## src/rtl/digital_trainer_kit.sv

```systemverilog
// Two-input logic-gate trainer. Each switch input is synchronized, optionally
// debounced, and the seven basic gate results are registered together.
`timescale 1ns/1ps
module digital_trainer_kit #(
    parameter int unsigned SYNC_STAGES     = 2,
    parameter int unsigned DEBOUNCE_CYCLES = 0
) (
    input  logic clk,
    input  logic rst_n,
    input  logic a,
    input  logic b,
    output logic and_out,
    output logic or_out,
    output logic not_a,
    output logic nand_out,
    output logic nor_out,
    output logic xor_out,
    output logic xnor_out
);

    localparam int unsigned CntW = (DEBOUNCE_CYCLES == 0) ? 1 : $clog2(DEBOUNCE_CYCLES + 1);

    // Index 0 is input A, index 1 is input B throughout.
    logic [1:0]                  raw;
    logic [1:0][SYNC_STAGES-1:0] sync_q;
    logic [1:0]                  sync_val;
    logic [1:0]                  acc;

    assign raw = {b, a};

    // Per-input shift chain; stage 0 samples the raw switch.
    always_ff @(posedge clk or negedge rst_n) begin
        if (!rst_n) begin
            sync_q <= '0;
        end else begin
            for (int i = 0; i < 2; i++) begin
                sync_q[i][0] <= raw[i];
                for (int s = 1; s < SYNC_STAGES; s++) begin
                    sync_q[i][s] <= sync_q[i][s-1];
                end
            end
        end
    end

    // Last stage of each chain is the synchronized value.
    always_comb begin
        sync_val = '0;
        for (int i = 0; i < 2; i++) begin
            sync_val[i] = sync_q[i][SYNC_STAGES-1];
        end
    end

    if (DEBOUNCE_CYCLES == 0) begin : g_no_db
        assign acc = sync_val;
    end else begin : g_db
        localparam logic [CntW-1:0] CntLast = CntW'(DEBOUNCE_CYCLES);

        logic [1:0][CntW-1:0] cnt_q, cnt_d;
        logic [1:0]           acc_q, acc_d;

        // Count edges of disagreement; accept on the edge the count would hit the limit.
        always_comb begin
            acc_d = acc_q;
            cnt_d = '0;
            for (int i = 0; i < 2; i++) begin
                if (sync_val[i] != acc_q[i]) begin
                    if (cnt_q[i] + CntW'(1) == CntLast) begin
                        acc_d[i] = sync_val[i];
                    end else begin
                        cnt_d[i] = cnt_q[i] + CntW'(1);
                    end
                end
            end
        end

        // Debounce state registers.
        always_ff @(posedge clk or negedge rst_n) begin
            if (!rst_n) begin
                cnt_q <= '0;
                acc_q <= '0;
            end else begin
                cnt_q <= cnt_d;
                acc_q <= acc_d;
            end
        end

        assign acc = acc_q;
    end

    // All seven gate results share one register stage so they update together.
    always_ff @(posedge clk or negedge rst_n) begin
        if (!rst_n) begin
            and_out  <= 1'b0;
            or_out   <= 1'b0;
            not_a    <= 1'b1;
            nand_out <= 1'b1;
            nor_out  <= 1'b1;
            xor_out  <= 1'b0;
            xnor_out <= 1'b1;
        end else begin
            and_out  <= acc[0] & acc[1];
            or_out   <= acc[0] | acc[1];
            not_a    <= ~acc[0];
            nand_out <= ~(acc[0] & acc[1]);
            nor_out  <= ~(acc[0] | acc[1]);
            xor_out  <= acc[0] ^ acc[1];
            xnor_out <= ~(acc[0] ^ acc[1]);
        end
    end

endmodule

```

## config.mk

```make
export PLATFORM = sky130hd
export DESIGN_NAME = digital_trainer_kit
export DESIGN_NICKNAME = d
export VERILOG_FILES = /design/src/rtl/digital_trainer_kit.sv
export SDC_FILE = /design/constraint.sdc
export NUM_CORES = 1
export LEC_CHECK = 0
export BUFFER_PORTS_ARGS = -buffer_cell sky130_fd_sc_hd__buf_2
export CAP_MARGIN = 20
export CELL_PAD_IN_SITES_DETAIL_PLACEMENT = 0
export CELL_PAD_IN_SITES_GLOBAL_PLACEMENT = 1
export CORE_AREA = 2 2 39 41
export CTS_BUF_LIST = sky130_fd_sc_hd__clkbuf_4
export CTS_CLUSTER_SIZE = 24
export DETAILED_ROUTE_END_ITERATION = 10
export DIE_AREA = 0 0 41 43
export PLACE_DENSITY_LB_ADDON = 0.25
export SLEW_MARGIN = 20
export SYNTH_ARGS = -nofsm -noshare
export SYNTH_HDL_FRONTEND = slang
export SYNTH_SLANG_ARGS = --single-unit
```

## constraint.sdc

```tcl
create_clock -name clk -period 2.3 [get_ports clk]
set_input_delay 0.46 -clock clk [delete_from_list [all_inputs] [get_ports clk]]
set_output_delay 0.46 -clock clk [all_outputs]
set_load 0.05 [all_outputs]
```

**After elaboration in Yosys (flattened, before gate mapping)**

Cells that the tools add are included.

- Bitwise operators: 7

Operator list:

| cell | count |
|---|---|
| inverter 1 bit | 4 |
| AND 1 bit | 1 |
| bitwise OR 1 bit | 1 |
| bitwise XOR 1 bit | 1 |

- Bits in registers: 11
- Bits of input ports: 4
- Output and inout bits: 7

**Logic depth before layout (Yosys ltp)**

Gate-level depths: netlist of run 1.

- Depth after elaboration: 2
- Depth in mapped cells: 3
- Mapped depth without buffers: 3

**Worst setup path after synthesis of run 1**

OpenSTA, ideal clock, no wires.

- Path type: register to output
- Start point: register nand_out
- End point: output nand_out
- Data arrival time: 656 ps
- Required time: 1840 ps
- Path slack: 1184 ps
- Stages on the path, launching flop included: 1
- Path buffers: 0
- Cells stage by stage: dfstp_2

RTL lines:

| element | RTL line | text |
|---|---|---|
| from (decl) | 15 | `output logic nand_out,` |
| from (signal assigned) | 104 | `nand_out <= ~(acc[0] & acc[1]);` |

No word-level cell between the ends.

**Final worst setup path of run 1**

- Start point: register not_a
- End point: output not_a

RTL lines:

| element | RTL line | text |
|---|---|---|
| from (decl) | 14 | `output logic not_a,` |
| from (signal assigned) | 103 | `not_a <= ~acc[0];` |

No word-level cell between the ends.

==> results.md, run 1 <==
* Buffers & Inverters on Critical Path at 1
* Ant diodes at 0
* Filler instances at approximately 140
* Antenna violations before repair at 0
* P_leak at 0.234 nW
* CTS sink cnt at 11
* # hold bufs at CTS at 0
* Top delay family on crit path: flip-flops
* Root Driver: clkbuf_4
* FF+latch count, synth at 11
* Setup bufs post-CTS at 0
* First drt pass iteration count at 2
* Worst hold path type: input pin to async pin
* Power Internal at 297 uW
* CP Launch Type: register
* Max Fclk at 675 MHz
* Share of layout cells above drive strength 1 at 0.529
* WL final at 394 um
* Core area at 1380 um^2
* Setup-failing EPs final at 0
* Max H-tree Level at 1
* Max-Cap Viols at 0
* Cell Area, Synth at around 350 um^2
* CTS Buf Count at 3
* M1 GR Usage at 0.0570
* Routed Antenna Nets at 0
* # IOs at 11
* RSZ-0062 raised after global routing: no
* Setup crit end kind: output pin
* Slowest stage cell, crit path: dfstp_2
* Cell Rows at 14
* Slowest Stage Delay on Critical Path at around 520 ps
* Clk_skew at 1.17 ps
* Starting Density at 0.252
* Crit-path cells: buf_2
* Most common cell after layout, fill and taps aside: buf_2
* Worst Path Arrival at 1020 ps
* GR Util met2 at 0.0781
* Status: finished, final reports clean
* Clock Latency Late Sink at 250 ps
* Seq pwr share at 0.535
* Post-synth top area cell: dfrtp_1
* CTS max path bufs at 2
* PostCTS Resize Cnt at 0
* Synth cell types at 4
* Overall Power at approximately 400 uW
* Vias/cell at 3.78
* Worst-margin pin slew at 249 ps
* Fin nets at 43
* Total grt overflow at 0
* Final worst-path cycle share at 0.644
* GRT Util Overall at 0.0580
* Ys Warns at 0
* Net switching power at 98.6 uW
* Clock Pin Slew Worst Setup and Hold Paths at ~60 ps
* Worst-path fanout max at 1
* Total negative slack at 0 ps
* Vias at 189
* R2r setup slk at 1420 ps
* Largest net degree at the start of global routing at 12
* Sequential-to-total area share from yosys stat at 0.803
* Gate Count Post-Synth at 20
* Max-slew headroom at 0.835
* Sw frac at 0.249
* Crit path kind: register to output pin
* Die Wd at 41 um
* CTS tree: done
* Final hold viol count at 0
* DRC at 0
* Area Growth Syn to Fin at 28.7%
* Main area contributors after synthesis: dfrtp_1 (50%), dfstp_2 (30%), ha_1 (14%), inv_1 (5.4%)
* Post-synth top area share at 0.502
* Part of the power in the clock network at 0.340
* Most frequent cells in the layout: buf_2 (10), dfrtp_1 (7), inv_1 (5)
* M3 GR Usage at 0.0314
* Final number of max-transition violations at 0
* First-pass GRT wire length at 627 um
* Syn Area/Cell at 17.5 um^2
* Pwr/cell area at 880 nW/um^2
* R2R cell count at 2
* Die Height at 43 um
* Tmin final at 1480 ps
* Layer with the highest usage: met2
* Die area at 1760 um^2
* Per-cell routed wire length at 7.88 um
* Maximum VDD drop at 279 uV
* DP HPWL at 318 um
* Cell depth of the worst setup path at 1
* Iter 0 DRT Violations at 1
* Port Buf Inserts at 10
* Comb power frac at 0.125
* Post-synthesis net count at 28
* Placer Congestion at approximately 0.6
* Worst path required time at roughly 1800 ps
* Vias in the first global route at 178
layer usage:
layer,part of all wire,routed length (um)
met1,0.38,149
met2,0.47,184
met3,0.15,61
met4,0,0
met5,0,0
path summary, 6_finish.rpt:
path	start	endpoint
max in group asynchronous	rst_n	xnor_out
worst min register to register	sync_q[0]	acc[0]
worst max register to register	acc[0]	xor_out
worst min-delay path	rst_n	and_out
worst max-delay path	not_a	not_a
min in group clk	b	sync_q[2]
through the flow:
step           worst slack [ps]  area [um^2]  utilization  hold WS [ps]  std cells
3_5_place_dp               1090          419        0.303           336         46
3_3_place_gp               1100          419        0.303           329         46
2_1_floorplan              1180          349            -           164         20
5_1_grt                     779          449        0.325          62.3         50
4_1_cts                     804          449        0.325          49.3         50
6_report                    820          449        0.325          52.9         50
synth_stat cells:
master / number
inv_1: 5
ha_1: 4
dfstp_2: 4
dfrtp_1: 7
power groups by stage:
stage | clock, mW | combinational (mW) | sequential, mW
floorplan | 0 | 0.00500 | 0.246
finish | 0.134 | 0.0492 | 0.212
global placement | 0 | 0.0497 | 0.215
CTS | 0.142 | 0.0503 | 0.212
global route | 0.153 | 0.0536 | 0.213
detailed placement | 0 | 0.0503 | 0.215
flip-flops by register name, indices dropped and copies added, names as in the netlist:
name	count
xnor_out	1
xor_out	1
sync_q	2
acc	2
and_out	1
nand_out	1
nor_out	1
or_out	1
not_a	1
cells by family (layout without fill, tap and decap cells):
logic type / after synthesis / in the layout / synth area share
buffers and inverters: 5 / 19 / 0.0538
adder cells (fa/ha/maj): 4 / 4 / 0.143
flip-flops: 11 / 11 / 0.803
area by class of cell:
class / instances / area [um^2] / share of cell area
sequential: 11 / 280 / 0.624
multi-input combinational: 4 / 50.0 / 0.111
timing repair buffer: 10 / 50.0 / 0.111
clock buffer: 4 / 30.0 / 0.0669
tap: 16 / 20.0 / 0.0446
inverter: 5 / 18.8 / 0.0418
(Power assumes the default switching activity.)
==> run 2: changes to the inputs <==
- ABC_AREA: default -> 1
- clock period: 2.3 -> 1.3 ns (I/O delays scaled with it)
==> results.md, run 2 (same netlist as run 1, synthesis figures left out) <==
* Status: finished, final reports clean
* Largest net degree at the start of global routing at 12 (unchanged)
* Clock Pin Slew Worst Setup and Hold Paths at 60 ps (about the same)
* Slowest Stage Delay on Critical Path at 520 ps (about the same)
* Core area at 1380 um^2 (unchanged)
* Sw frac at 0.248 (-0.00141)
* CTS sink cnt at 11 (unchanged)
* Max H-tree Level at 1 (unchanged)
* Crit path kind: register to output pin
* Worst-path fanout max at 1 (unchanged)
* CTS tree: done
* RSZ-0062 raised after global routing: no
* GRT Util Overall at 0.0580 (unchanged)
* Dpl cells at 46 (unchanged)
* Most frequent cells in the layout: clkbuf_4 (8), dfrtp_1 (7), buf_2 (6)
* DP HPWL at 318 um (unchanged)
* Vias/cell at 3.71 (-2.0%)
* Per-cell routed wire length at 7.86 um (-0.22%)
* HP Start: b
* R2r setup slk at 420 ps (-1000 ps)
* CTS Buf Count at 3 (unchanged)
* Vias at 189 (unchanged)
* Hold-critical path endpoint: sync_q[2]
* Antenna violations before repair at 0 (unchanged)
* Power Internal at 531 uW (+79%)
* DRC at 0 (unchanged)
* Tmin final at between 1000 and 1500 ps
* Die Wd at 41 um (unchanged)
* Iter 0 DRT Violations at 1 (unchanged)
* Net switching power at 175 uW (+78%)
* First drt pass iteration count at 2 (unchanged)
* Fin util at 0.339 (+0.0145)
* Share of layout cells above drive strength 1 at 0.514 (-0.0151)
* Die Height at 43 um (unchanged)
* Area Growth Syn to Fin at 34.4%
* Part of the power in the clock network at 0.337 (-0.003)
* Die area at 1760 um^2 (unchanged)
* Total grt overflow at 0 (unchanged)
* Hold path depth at 1
* Ant diodes at 0 (unchanged)
* Starting Density at 0.252 (unchanged)
* Max Fclk at 800 MHz
* Worst r2r src: acc[0]
* Most common cell after layout, fill and taps aside: clkbuf_4
* Clock Latency Late Sink at 250 ps (about the same)
* Setup bufs post-CTS at 0 (unchanged)
* Setup crit end kind: output pin
* Maximum VDD drop at 502 uV (+80%)
* Max-Cap Viols at 0 (unchanged)
* Root Driver: clkbuf_4
* Final hold viol count at 0 (unchanged)
* Total negative slack at 0 ps (unchanged)
* Worst hold path type: input pin to register
* Multi-input combinational cell area at 50.0 um^2 (unchanged)
* Crit-path cells: clkbuf_4
* Buffers & Inverters on Critical Path at 1 (unchanged)
* Filler instances at 141 (-0.70%)
* FF/Latch Area at 280 um^2 (unchanged)
* First-pass GRT wire length at 627 um (unchanged)
* Placer Congestion at 0.603 (unchanged)
* Capturing point of the worst reg2reg path: xor_out
* Vias in the first global route at 178 (unchanged)
* CTS max path bufs at 2 (unchanged)
* Slowest stage cell, crit path: dfstp_2
* Port Buf Inserts at 10 (unchanged)
* Worst path required time at 1040 ps (-800 ps)
* WL final at 401 um (+1.8%)
* Max-slew headroom at 0.835 (about the same)
* Worst-margin pin slew at 249 ps (+0.474 ps)
* Setup-failing EPs final at 0 (unchanged)
* R2R cell count at 2 (unchanged)
* Cell Rows at 14 (unchanged)
* Clk_skew at 1.17 ps (unchanged)
* Overall Power at 706 uW (+79%)
* Final worst-path cycle share at 0.961
* Worst Path Arrival at 990 ps (-30 ps)
* Comb power frac at 0.132 (+0.007)
* Final number of max-transition violations at 0 (unchanged)
* P_leak at 0.241 nW (+2.9%)
* Routed Antenna Nets at 0 (unchanged)
* Top delay family on crit path: flip-flops
* CP Launch Type: register
* # IOs at 11 (unchanged)
* Pwr/cell area at 1500 nW/um^2 (+71%)
* Seq pwr share at 0.531 (-0.004)
* Non-Filler Instances at 51 (+2.0%)
* Fin nets at 44 (+2.3%)
-- run 2: worst max-delay path by stage --
| stage | startpoint | to | slack (ps) | cells after the start |
|---|---|---|---|---|
| final | not_a | not_a | 50 | 1 |
| after global routing | not_a | not_a | 20 | 1 |
| after CTS | nand_out | nand_out | 4 | 1 |
| after floorplan | nand_out | nand_out | 380 | 0 |
| after global placement | xnor_out | xnor_out | 300 | 1 |
| after detailed placement | not_a | not_a | 290 | 1 |
-- run 2: area by class of cell --
| type | count | share of cell area |
|---|---|---|
| tap | 16 | 0.0427 |
| clock buffer | 4 | 0.0640 |
| inverter | 5 | 0.0400 |
| multi-input combinational | 4 | 0.107 |
| timing repair buffer | 11 | 0.149 |
| sequential | 11 | 0.597 |
-- run 2: what timing repair did --
item                                   4_1_cts  5_1_grt
setup endpoints to repair                    0        4
resized for setup                            0        4
endpoints found under the hold margin        7        0
hold buffers                                 1        0
-- run 2: metrics by stage --
step	cell area, um^2	setup WS (ps)	hold slack, ps
floorplan	349	384	-35.6
global placement	419	300	129
CTS	459	3.98	92.2
global route	469	15.3	98.4
finish	469	50.1	105
detailed placement	419	291	136
-- run 2: power groups by stage --
stage / registers, mW / clock network, mW / logic (mW)
2_1_floorplan: 0.435 / 0 / 0.00885
3_3_place_gp: 0.380 / 0 / 0.0880
3_5_place_dp: 0.381 / 0 / 0.0890
4_1_cts: 0.375 / 0.251 / 0.0915
5_1_grt: 0.376 / 0.270 / 0.101
6_report: 0.375 / 0.238 / 0.0932
-- run 2: routing by layer --
layer,track usage,up-vias,share of wire
li1,-,88,-
met1,0.0570,92,0.41
met2,0.0781,9,0.46
met3,0.0314,0,0.13
met4,0.0600,0,0
met5,0,-,0
==> run 3: changes to the inputs <==
- clock period: 1.3 -> 1.6 ns (I/O delays scaled with it)
==> results.md, run 3 (same netlist as run 1, synthesis figures left out) <==
* Hold_ws at 165 ps (+60.0 ps)
* Fin nets at 44 (unchanged)
* Die Height at 43 um (unchanged)
* Crit-path cells: buf_2
* Part of the power in the clock network at 0.339 (+0.002)
* M3 GR Usage at 0.0314 (unchanged)
* Setup bufs post-CTS at 0 (unchanged)
* Dpl cells at 46 (unchanged)
* Vias/cell at 3.75 (+1.1%)
* CTS sink cnt at 11 (unchanged)
* Slowest stage cell, crit path: dfstp_2
* Ant diodes at 0 (unchanged)
* Most common cell after layout, fill and taps aside: buf_2
* Vias at 191 (+1.1%)
* Max-slew headroom at 0.835 (about the same)
* Port Buf Inserts at 10 (unchanged)
* Worst-margin pin slew at 249 ps (-0.140 ps)
* Power Internal at 428 uW (-19%)
* Worst r2r src: acc[0]
* Clock Latency Late Sink at 250 ps (about the same)
* Crit path kind: register to output pin
* Largest net degree at the start of global routing at 12 (unchanged)
* HP Start: b
* Setup WS pre-CTS at 531 ps (+240 ps)
* P_leak at 0.238 nW (-1.1%)
* Die Wd at 41 um (unchanged)
* Status: finished, final reports clean
* Worst hold path type: input pin to register
* Most frequent cells in the layout: buf_2 (10), dfrtp_1 (7), inv_1 (5)
* GRT Util Overall at 0.0580 (unchanged)
* Total grt overflow at 0 (unchanged)
* Antenna violations before repair at 0 (unchanged)
* Maximum VDD drop at 401 uV (-20%)
* Buffers & Inverters on Critical Path at 1 (unchanged)
* Clk_skew at 1.17 ps (unchanged)
* Comb power frac at 0.128 (-0.004)
* Multi-input combinational cell area at 50.0 um^2 (unchanged)
* Worst Setup SP: not_a
* Worst Path Arrival at 1020 ps (+30 ps)
* Final worst-path cycle share at 0.838
* Non-Filler Instances at 51 (unchanged)
* Die area at 1760 um^2 (unchanged)
* PostCTS Resize Cnt at 0 (unchanged)
* Top delay family on crit path: flip-flops
* Final number of max-transition violations at 0 (unchanged)
* Tmin final at 1340 ps
* Slowest Stage Delay on Critical Path at 520 ps (about the same)
* DP HPWL at 318 um (unchanged)
* Vias in the first global route at 178 (unchanged)
* Clock Pin Slew Worst Setup and Hold Paths at 60 ps (about the same)
* Final hold viol count at 0 (unchanged)
* Routed Antenna Nets at 0 (unchanged)
* Pwr/cell area at 1240 nW/um^2 (-17%)
* Total negative slack at 0 ps (unchanged)
* Layer with the highest usage: met2
* Filler instances at 141 (unchanged)
* GR Util met2 at 0.0781 (unchanged)
* DRC at 0 (unchanged)
* Setup crit end kind: output pin
* CTS Buf Count at 3 (unchanged)
* Per-cell routed wire length at 7.92 um (+0.75%)
* First-pass GRT wire length at 627 um (unchanged)
* Placer Congestion at 0.603 (unchanged)
* Area Growth Syn to Fin at 31.5%
* Starting Density at 0.252 (unchanged)
* Sw frac at 0.249 (+0.00117)
* FF/Latch Area at 280 um^2 (unchanged)
* # IOs at 11 (unchanged)
* Share of layout cells above drive strength 1 at 0.514 (unchanged)
* First drt pass iteration count at 2 (unchanged)
* Max H-tree Level at 1 (unchanged)
* Max Fclk at 746 MHz
* Worst-path fanout max at 1 (unchanged)
* Worst path required time at 1280 ps (+240 ps)
* CTS max path bufs at 2 (unchanged)
* Net switching power at 142 uW (-19%)
* Max-Cap Viols at 0 (unchanged)
* Cell Rows at 14 (unchanged)
* WL final at 404 um (+0.75%)
* Seq pwr share at 0.534 (+0.003)
* Core area at 1380 um^2 (unchanged)
* Iter 0 DRT Violations at 1 (unchanged)
* CTS tree: done
* Setup-failing EPs final at 0 (unchanged)
* M1 GR Usage at 0.0570 (unchanged)
* PnR worst setup slack at 260 ps (+209 ps)
* RSZ-0062 raised after global routing: no
* CP Launch Type: register
* Root Driver: clkbuf_4
==> run 3: power groups by stage <==
stage | sequential [mW] | clock [mW] | combinational (mW)
final | 0.304 | 0.193 | 0.0727
after detailed placement | 0.309 | 0 | 0.0723
after floorplan | 0.353 | 0 | 0.00719
after global routing | 0.306 | 0.219 | 0.0791
after global placement | 0.309 | 0 | 0.0715
after CTS | 0.304 | 0.204 | 0.0743
==> run 3: repair_timing <==
item	in CTS	in global routing
hold buffers	1	0
endpoints found under the setup margin	0	0
hold endpoints to repair	7	0
==> run 3: area by class of cell <==
cell class | count | share of cell area
Clock buffer | 4 | 0.0654
Inverter | 5 | 0.0409
Multi-Input combinational cell | 4 | 0.109
Sequential cell | 11 | 0.610
Tap cell | 16 | 0.0436
Timing Repair Buffer | 11 | 0.131
==> run 3: layer usage <==
metal	wire, um	share of wire
met1	163	0.40
met2	185	0.46
met3	55	0.14
met4	0	0
met5	0	0
==> run 3: worst reg2reg max path, cell delays in order, from the launching register on <==
cell and delay (ps):
dfrtp_1 370, inv_1 80, ha_1 310
==> run 3: path summary, 6_finish.rpt <==
path	endpoint	slack, ps	cells past startpoint
worst max-delay path	not_a	260	1
worst min-delay path	sync_q[2]	170	1
worst max register to register	xor_out	720	2
worst min register to register	acc[0]	350	0
max in group asynchronous	xnor_out	890	2
min in group asynchronous	and_out	460	2
==> run 3: through the flow <==
stage / power [mW] / cell area (um^2) / util
global placement: 0.380 / 419 / 0.303
finish: 0.570 / 459 / 0.332
CTS: 0.583 / 459 / 0.332
floorplan: 0.360 / 349 / -
global route: 0.604 / 459 / 0.332
detailed placement: 0.382 / 419 / 0.303
